## config.mk

```make
export PLATFORM = sky130hd
export DESIGN_NAME = led_pattern_counter
export DESIGN_NICKNAME = d
export VERILOG_FILES = /design/src/rtl/led_pattern_counter.sv
export SDC_FILE = /design/constraint.sdc
export NUM_CORES = 1
export LEC_CHECK = 0
export BUFFER_PORTS_ARGS = -buffer_cell sky130_fd_sc_hd__buf_2
export CAP_MARGIN = 25
export CORE_ASPECT_RATIO = 1.5
export CORE_UTILIZATION = 35
export CTS_BUF_LIST = sky130_fd_sc_hd__clkbuf_8
export CTS_CLUSTER_DIAMETER = 30
export DETAILED_ROUTE_END_ITERATION = 8
export PLACE_DENSITY_LB_ADDON = 0.2
export SLEW_MARGIN = 20
export SYNTH_ARGS = -nofsm -noshare
export SYNTH_HDL_FRONTEND = slang
export SYNTH_SLANG_ARGS = --single-unit
```

## constraint.sdc

```tcl
create_clock -name clk -period 5.1 [get_ports clk]
set_clock_uncertainty 0.2 [all_clocks]
set_input_delay 0.51 -clock clk [delete_from_list [all_inputs] [get_ports clk]]
set_output_delay 0.51 -clock clk [all_outputs]
set_load 0.02 [all_outputs]
```

## src/rtl/led_pattern_counter.sv

```systemverilog
// LED pattern counter: steps an internal count or bounce position on each rising
// edge of divided_clk and decodes it to the LED bus in one of four display modes.
module led_pattern_counter #(
    parameter int unsigned WIDTH = 8,
    parameter int unsigned STEP  = 1
) (
    input  logic             clk,
    input  logic             reset,
    input  logic             divided_clk,
    input  logic             enable,
    input  logic [1:0]       mode,
    input  logic             load,
    input  logic [WIDTH-1:0] load_value,
    output logic [WIDTH-1:0] led_count,
    output logic             step_pulse,
    output logic             wrap_pulse
);

    localparam int unsigned POS_W = (WIDTH > 1) ? $clog2(WIDTH) : 1;
    localparam logic [WIDTH-1:0] STEP_W   = WIDTH'(STEP);
    localparam logic [POS_W-1:0] POS_LAST = POS_W'(WIDTH - 1);

    typedef enum logic [1:0] {
        MODE_UP     = 2'b00,
        MODE_DOWN   = 2'b01,
        MODE_GRAY   = 2'b10,
        MODE_BOUNCE = 2'b11
    } mode_e;

    logic             prev_clk_q, prev_clk_d;
    logic [WIDTH-1:0] cnt_q, cnt_d;
    logic [POS_W-1:0] pos_q, pos_d;
    logic             dir_q, dir_d;
    mode_e            mode_q, mode_d;
    logic             step_q, step_d;
    logic             wrap_q, wrap_d;

    logic             rise;
    logic [WIDTH:0]   sum;
    logic [WIDTH-1:0] diff;
    logic             borrow;
    logic [POS_W-1:0] pos_inc;
    logic [POS_W-1:0] pos_dec;

    always_ff @(posedge clk) begin
        if (!reset) begin
            prev_clk_q <= 1'b0;
            cnt_q      <= '0;
            pos_q      <= '0;
            dir_q      <= 1'b0;
            mode_q     <= MODE_UP;
            step_q     <= 1'b0;
            wrap_q     <= 1'b0;
        end else begin
            prev_clk_q <= prev_clk_d;
            cnt_q      <= cnt_d;
            pos_q      <= pos_d;
            dir_q      <= dir_d;
            mode_q     <= mode_d;
            step_q     <= step_d;
            wrap_q     <= wrap_d;
        end
    end

    assign rise    = divided_clk & ~prev_clk_q;
    assign sum     = {1'b0, cnt_q} + {1'b0, STEP_W};
    assign diff    = cnt_q - STEP_W;
    assign borrow  = (cnt_q < STEP_W);
    assign pos_inc = pos_q + POS_W'(1);
    assign pos_dec = pos_q - POS_W'(1);

    // Next state: load beats an accepted step; binary modes and bounce keep separate state.
    always_comb begin
        prev_clk_d = divided_clk;
        cnt_d      = cnt_q;
        pos_d      = pos_q;
        dir_d      = dir_q;
        mode_d     = mode_e'(mode);
        step_d     = 1'b0;
        wrap_d     = 1'b0;

        if (load) begin
            cnt_d = load_value;
            pos_d = '0;
            dir_d = 1'b0;
        end else if (rise && enable) begin
            step_d = 1'b1;
            case (mode_q)
                MODE_UP, MODE_GRAY: begin
                    cnt_d  = sum[WIDTH-1:0];
                    wrap_d = sum[WIDTH];
                end
                MODE_DOWN: begin
                    cnt_d  = diff;
                    wrap_d = borrow;
                end
                MODE_BOUNCE: begin
                    if (!dir_q) begin
                        pos_d = pos_inc;
                        if (pos_inc == POS_LAST) begin
                            dir_d  = 1'b1;
                            wrap_d = 1'b1;
                        end
                    end else begin
                        pos_d = pos_dec;
                        if (pos_dec == '0) begin
                            dir_d  = 1'b0;
                            wrap_d = 1'b1;
                        end
                    end
                end
                default: ;
            endcase
        end
    end

    // LED decode uses registered state only.
    always_comb begin
        led_count = '0;
        case (mode_q)
            MODE_UP, MODE_DOWN: led_count = cnt_q;
            MODE_GRAY:          led_count = cnt_q ^ (cnt_q >> 1);
            MODE_BOUNCE:        led_count = WIDTH'(1) << pos_q;
            default:            led_count = '0;
        endcase
    end

    assign step_pulse = step_q;
    assign wrap_pulse = wrap_q;

endmodule

```

; Yosys cells after proc, flatten, opt, wreduce, memory -nomap -nowiden
; Index checks and enable logic that the tools add are counted.
[op_classes]
n_shift = 1
eq_ne = 4
n_lt_le_gt_ge = 1
muxes = 12
bitwise = 5
add_sub_neg = 4
reduce_logical = 11
[ops]
columns = operator, count
row1 = case mux 8 bit (3 select lines), 1
row2 = 2-to-1 mux 8 bit, 2
row3 = case mux 8 bit (2 select lines), 1
row4 = "adder 8 x 1 -> 9 bit, second input constant", 1
row5 = "less-than comparator 8 x 1 -> 1 bit, second input constant", 1
row6 = "<< shifter 1 x 3 -> 8 bit, first input constant", 1
row7 = "subtractor 8 x 1 -> 8 bit, second input constant", 1
row8 = bitwise XOR 8 x 7 -> 8 bit, 1
row9 = 2-to-1 mux 1 bit, 6
row10 = OR reduction 2 bit, 3
row11 = "== test 2 bit, second input constant", 2
row12 = AND reduction 2 bit, 2
row13 = "adder 3 x 1 -> 3 bit, second input constant", 1
row14 = "== test 3 bit, second input constant", 1
row15 = zero test 3 bit, 1
row16 = 2-to-1 mux 3 bit, 1
row17 = NOT 1 bit, 3
row18 = case mux 1 bit (3 select lines), 1
row19 = nonzero test 3 bit, 1
row20 = OR reduction 3 bit, 1
row21 = "subtractor 3 x 1 -> 3 bit, second input constant", 1
row22 = "== test 2 x 1 -> 1 bit, second input constant", 1
row23 = zero test 2 bit, 1
row24 = nonzero test 2 bit, 1
row25 = other kinds (2), 2
[word_totals]
out_inout_bits = 10
reg_bits = 17

; Depth between registers and ports, before layout
; Gate-level depths: netlist of the first run.
[depth]
ltp_word = 5
ltp_mapped = 8
depth_no_buf = 7

; Worst setup path before layout of the first run
; Ideal clock, no wire load.
[synth_path]
path_type = register to output
from = reg cnt_q[0]
to = out led_count[0]
required_ps = 4390
stages_incl_launch_ff = 7
setup_slack_ps = 3051
arrival_time_ps = 1339
path_buffers = 1
path_cell_list = dfxtp_1 buf_2 inv_1 ha_1 nor2b_1 a21oi_1 a21oi_1
[synth_via]
elab_chain_cells = 2
[synth_lines]
columns = item, line_no
row1 = "start, declared", 31  ; logic [WIDTH-1:0] cnt_q, cnt_d;
row2 = "start signal, assigned", 56  ; cnt_q <= cnt_d;
row3 = bitwise XOR 8 x 7 -> 8 bit, 122  ; MODE_GRAY: led_count = cnt_q ^ (cnt_q >> 1);
row4 = case mux 8 bit (3 select lines) (*), 120  ; case (mode_q)
row5 = "end, declared", 14  ; output logic [WIDTH-1:0] led_count,
; Every way passes the cells marked *; elsewhere a longest branch is shown, timed or not.

; Worst setup path after layout of the first run
; Ends and elaborated chain as after synthesis.

==> results.yml, run 1 <==
outcome:
  status: "complete, no violations"
route:
  dr.first_iter.drc_count: 35
  drt_pass1_iterations: 4
  drc: 0
  drtAntennaViolNets: 0
  vias: 1251
  wl_um: 3549
  via_per_inst: 5.278
  wl_per_cell_um: 14.97
setup_path:
  crit_path_end_kind: "output pin"
  r2r-end: "cnt_q[7]$_SDFFE_PN0P_"
  worstSetupStartpointType: "flop"
  arrival_ns: 1.67
  critical_path_peak_fanout: 8
  reg2reg_slack_ns: 3.06
  r2r_start: "mode_q[0]$_SDFF_PN0_"
  cp.required_ns: 4.39
  endpoint: "led_count[0]"
  rr_worst_depth: 5
  critical_path_class: "flop to output pin"
  cp-startpoint: "cnt_q[0]$_SDFFE_PN0P_"
synthesis:
  yosysUniqueCellTypes: 34
  syn_nets: 211
  syn_area_per_cell_um2: 8.165
  syn-cell-area_mm2: 0.001413
  ys_async_sr_fraction_pct: 0
  synth.area.top_cells: "dfxtp_1 24%, ha_1 20%, nand2b_1 5.8%, xnor2_1 5.6%, a21oi_1 5.0%"
  yosysMostFrequentCell: "ha_1"
  yosysSeqAreaShare_pct: 24.09
  yosys_warnings: 0
  yosysTopAreaCellShare_pct: 24.09
  synth.largest_area_cell: "dfxtp_1"
  synth_ff_type: "dfxtp_1"
  netlist_top_cells_count: "23 x ha_1, 17 x dfxtp_1, 14 x a21oi_1"
  synth_seq_cells: 17
  synth_edf_count: 0
  synth_cells: 173
run:
  cap_viol_max_count: 0
cts:
  clock_path_buffers: 2
  numCtsBuffers: 3
  htree_levels: 1
  path_clk_slew_ns: 0.07
  cts_resized: 0
  hold_buffers: 0
  cts_sinks: 17
  cts_setup_buffers: 0
  root_buffer: "clkbuf_8"
  clk_latency_ns: 0.26
  cts_tree: "built"
die:
  dieWidth_um: 53.87
  start_util_pct: 37.67
  io_pins: 25
  rows: 27
  die_h_um: 79.81
  core_area_mm2: 0.003750
  dieArea_mm2: 0.004299
cells_and_area:
  syn2layout_area_growth_pct: 12.93
  diodes: 0
  layout.nets: 233
  drive_gt1_share_pct: 15.98
global_route:
  gr-usage-all-layers_pct: 18.49
  grt_pass1_wl_um: 5754
  globalRouteOverflowTotal: 0
  antenna_found_initial: 0
  grt_pass1_vias: 1226
  grt_start_max_net_pins: 19
hold_path:
  hold_class: "primary input to flop"
sta:
  finalCritPeriodShare_pct: 46.61
  slew_headroom_pct: 62.85
  setup_viol: 0
  max_freq_mhz: 420.7
  period_minus_slack_ns: 2.377
  final-hold-violation-count: 0
  rsz0062_at_grt: "no"
  finalSetupTns_ns: 0
  drv_slew: 0
  worst_pin_slew_ns: 0.5565
power:
  vdd_drop_max_uv: 158.7
  p_per_area_mw_per_mm2: 208.1
  p_leak_nw: 0.7291
  design_power_total_mw: 0.3320
placed_design:
  gp_congestion: 0.9946
  place_hpwl_um: 2782
  io_buffer_count: 24
==> cell usage in the layout (no fill, tap or decap), drive strengths merged <==
master   n
buf     24
ha      23
dfxtp   17
inv     14
a21oi   14
nor2    14
nand2b  13
nand3    9
nand2    9
xnor2    9
a31oi    6
and2     6
o211a    5
nor2b    4
nand4    3
and3     3
o21ai    3
clkbuf   3
mux2i    2
a311oi   2
nor3b    2
mux2     1
nand3b   1
a211oi   1
o22ai    1
o311a    1
nor3     1
and3b    1
o21bai   1
a22oi    1
==> cell type report <==
class,instances,area (um^2)
Fill cell,395,2155
Multi-Input combinational cell,136,987.2
Sequential cell,17,340.3
Timing Repair Buffer,24,120.1
Tap cell,43,53.80
Inverter,13,48.80
Clock buffer,3,41.29
Clock inverter,1,3.754
==> critical path, cell delays in order (launching register included) <==
cell     delay (ns)
dfxtp_1        0.47
inv_1          0.07
ha_1           0.31
nor2b_1        0.15
a21oi_1        0.15
a21oi_1        0.08
buf_2          0.18
==> metrics by stage <==
stage / setup WS, ns / instances / instance area, um^2 / hold WS, ns / utilization (%)
2_1_floorplan: 3.051 / 173 / 1413 / 0.3089 / -
3_3_place_gp: 3.044 / 233 / 1550 / 0.3225 / 41.34
3_5_place_dp: 3.020 / 233 / 1550 / 0.3392 / 41.34
4_1_cts: 2.722 / 237 / 1595 / 0.2674 / 42.54
5_1_grt: 2.534 / 237 / 1595 / 0.2678 / 42.54
6_report: 2.723 / 237 / 1595 / 0.2717 / 42.54
==> sequential cells by signal (all words and copies together), names as in the netlist <==
register / count
cnt_q: 8
pos_q: 3
mode_q: 2
dir_q: 1
prev_clk_q: 1
step_pulse: 1
wrap_pulse: 1
==> worst min path at each step <==
stage / from / end / slack [ns] / depth (start not counted)
6_report: mode[1] / mode_q[1]$_SDFF_PN0_ / 0.27 / 2
4_1_cts: mode[1] / mode_q[1]$_SDFF_PN0_ / 0.27 / 2
3_5_place_dp: pos_q[1]$_SDFFE_PP0P_ / pos_q[1]$_SDFFE_PP0P_ / 0.34 / 2
3_3_place_gp: pos_q[1]$_SDFFE_PP0P_ / pos_q[1]$_SDFFE_PP0P_ / 0.32 / 2
5_1_grt: mode[1] / mode_q[1]$_SDFF_PN0_ / 0.27 / 2
2_1_floorplan: dir_q$_SDFFE_PP0P_ / pos_q[2]$_SDFFE_PP0P_ / 0.31 / 2
==> metal layers <==
layer | wire length [um] | part of all wire [%] | track usage [%] | up-vias
met5 | 0 | 0 | 0 | -
met4 | 86 | 2.4 | 7.895 | 0
met3 | 154 | 4.3 | 2.857 | 8
met2 | 1935 | 55 | 32.10 | 32
met1 | 1372 | 39 | 21.29 | 579
li1 | - | - | - | 632
==> logic make-up (layout without fill, tap and decap cells) <==
family          Yosys count  in the layout  share of synthesized area (%)
fa+ha+maj                23             23                          20.37
simple gates             66             66                          25.07
flops                    17             17                          24.09
xor+xnor                  9              9                          5.580
buf+inv                  20             41                          6.023
mux                       3              3                          2.214
compound gates           35             35                          16.65
==> power breakdown <==
group	leakage [nW]	total [mW]	internal, mW	switching, mW
Combinational	0.562	0.0805	0.0345	0.0460
Sequential	0.140	0.149	0.139	0.0104
Clock	0.0269	0.102	0.0535	0.0488
Total	0.729	0.332	0.227	0.105
Note: power is estimated with default switching activity, not from simulation.
==> run 2, diff against run 1 <==
--- a/config.mk
+++ b/config.mk
@@ -5,6 +5,7 @@
 export SDC_FILE = /design/constraint.sdc
 export NUM_CORES = 1
 export LEC_CHECK = 0
+export ABC_AREA = 1
 export BUFFER_PORTS_ARGS = -buffer_cell sky130_fd_sc_hd__buf_2
 export CAP_MARGIN = 25
 export CORE_ASPECT_RATIO = 1.5
==> constraint.sdc (replaced) <==
create_clock -name clk -period 2.3 [get_ports clk]
set_clock_uncertainty 0.2 [all_clocks]
set_input_delay 0.23 -clock clk [delete_from_list [all_inputs] [get_ports clk]]
set_output_delay 0.23 -clock clk [all_outputs]
set_load 0.02 [all_outputs]
==> results.yml, run 2 <==
outcome:
  status: "complete, no violations"
cts:
  numCtsBuffers: 3
  cts_sinks: 17
  path_clk_slew_ns: 0.06
  cts_resized: 0
  root_buffer: "clkbuf_8"
  clk_latency_ns: 0.25
  cts_tree: "built"
  htree_levels: 1
  clock_path_buffers: 2
global_route:
  antenna_found_initial: 0
  gr-usage-all-layers_pct: 18.02
  grt_pass1_vias: 1265
  grt_pass1_wl_um: 5609
  grt_start_max_net_pins: 11
  globalRouteOverflowTotal: 0
sta:
  rsz0062_at_grt: "no"
  finalCritPeriodShare_pct: 91.18
  max_freq_mhz: 476.9
  layout_setup_ws_ns: 0.2030
  worst_pin_slew_ns: 0.4600
  period_minus_slack_ns: 2.097
  slew_headroom_pct: 69.22
  setup_viol: 0
  finalSetupTns_ns: 0
  final-hold-violation-count: 0
  drv_slew: 0
die:
  io_pins: 25
  start_util_pct: 37.40
  die_h_um: 79.53
  dieArea_mm2: 0.004270
  rows: 27
  dieWidth_um: 53.69
  core_area_mm2: 0.003750
route:
  vias: 1339
  drc: 0
  wl_um: 3371
  drtAntennaViolNets: 0
  via_per_inst: 4.817
  dr.first_iter.drc_count: 22
  drt_pass1_iterations: 4
  wl_per_cell_um: 12.13
placed_design:
  place_hpwl_um: 2777
  dp_slack_ns: 0.4928
  gp_congestion: 0.8197
  io_buffer_count: 24
power:
  p_per_area_mw_per_mm2: 447.6
  p_leak_nw: 0.8218
  vdd_drop_max_uv: 379.0
synthesis:
  synth.area.top_cells: "dfxtp_1 24%, ha_1 21%, nand2_1 13%, inv_1 7.0%, nor2_1 7.0%"
  yosys_warnings: 0
  yosysUniqueCellTypes: 23
  synth_cells: 205
  ys_async_sr_fraction_pct: 0
  synth_ff_type: "dfxtp_1"
  synth_seq_cells: 17
  synth.largest_area_cell: "dfxtp_1"
  yosysMostFrequentCell: "nand2_1"
  yosysTopAreaCellShare_pct: 24.26
  netlist_top_cells_count: "47 x nand2_1, 26 x inv_1, 26 x nor2_1, 23 x ha_1, 17 x dfxtp_1"
  synth_edf_count: 0
  syn-cell-area_mm2: 0.001403
  syn_nets: 243
  yosysSeqAreaShare_pct: 24.26
  syn_area_per_cell_um2: 6.842
cells_and_area:
  reg_top3: "cnt_q (8), pos_q (3), mode_q (2)"
  layout.nets: 274
  diodes: 0
  layout_common_cells: "47 x nand2_1, 27 x inv_1, 26 x nor2_1"
  regMostFlops: "cnt_q"
  syn2layout_area_growth_pct: 16.95
  layout_commonest_cell: "nand2_1"
  drive_gt1_share_pct: 15.32
  n_fill_cell: 415
  largest_register_ffs: 8
run:
  cap_viol_max_count: 0
setup_path:
  arrival_ns: 1.67
  crit_path_end_kind: "output pin"
  worstSetupStartpointType: "flop"
  slowest_stage: "dfxtp_1"
  r2r_start: "cnt_q[2]$_SDFFE_PN0P_"
  critical_path_class: "flop to output pin"
  critical_path_peak_fanout: 9
  cp-startpoint: "mode_q[1]$_SDFF_PN0_"
  cp_cell_sequence: "inv_4, nor2_1, nand2_1, o211ai_1, buf_2"
  max_stage_delay_ns: 0.55
  cp.required_ns: 1.87
hold_path:
  hold_start: "reset"
  hold_class: "primary input to flop"
run 2: area by class of cell:
class                   instances  area (um^2)  share of cell area (%)
multi-input cells             155        923.4                   56.29
repair buffers                 27        150.1                   9.153
inverters                      32        127.6                   7.780
well taps                      43        53.80                   3.280
flip-flops and latches         17        340.3                   20.75
clock inverters                 1        3.754                  0.2288
clock buffers                   3        41.29                   2.517
run 2: timing repair:
| item | 4_1_cts | 5_1_grt |
|---|---|---|
| hold endpoints to repair | 3 | 0 |
| setup buffers | 0 | 0 |
| hold buffers | 3 | 0 |
run 2: layer usage:
metal  track usage (%)  vias to the layer above  part of all wire (%)
li1                  -                      721                     -
met1             19.98                      595                    43
met2             32.96                       17                    53
met3             2.476                        6                   2.1
met4             6.316                        0                   1.5
met5                 0                        -                     0
run 2: final timing paths:
kind | end | slack (ns) | cells past startpoint
min reg2reg | cnt_q[7]$_SDFFE_PN0P_ | 0.31 | 2
min | mode_q[0]$_SDFF_PN0_ | 0.01 | 3
max reg2reg | cnt_q[6]$_SDFFE_PN0P_ | 0.58 | 9
max | led_count[6] | 0.20 | 5
run 2: kinds of logic (layout without fill, tap and decap cells):
kind of cell             Yosys count  count (layout)  synth area share (%)
adder cells (fa/ha/maj)           23              23                 20.52
AND/OR/NAND/NOR                   91              91                 26.67
AO/OA/AOI/OAI                     35              35                 14.90
flip-flops                        17              17                 24.26
XOR/XNOR                           6               6                 3.747
buffers and inverters             33              63                 9.902
run 2: stage by stage:
step / hold slack [ns] / instances / util (%) / power (mW) / area, um^2
final: 0.01038 / 278 / 43.74 / 0.7342 / 1640
after global routing: 0.03429 / 278 / 43.74 / 0.7804 / 1640
after CTS: 0.01189 / 278 / 43.74 / 0.7442 / 1640
after detailed placement: 0.2204 / 271 / 41.74 / 0.5225 / 1565
after global placement: 0.2194 / 271 / 41.74 / 0.5233 / 1565
after floorplan: 0.1235 / 205 / - / 0.4626 / 1403
run 2: critical path: cells and delay by family (launching register included):
kind	cells	cell delay (ns)
DFF	1	0.55
and+or+nand+nor	2	0.47
AOI/OAI and AO/OA	1	0.13
buffers and inverters	2	0.26
run 2: report_power, final:
| part | internal, mW | switching [mW] | total [mW] |
|---|---|---|---|
| clock network | 0.118 | 0.0978 | 0.216 |
| registers | 0.308 | 0.0195 | 0.328 |
| logic | 0.0738 | 0.117 | 0.190 |
| total | 0.500 | 0.234 | 0.734 |
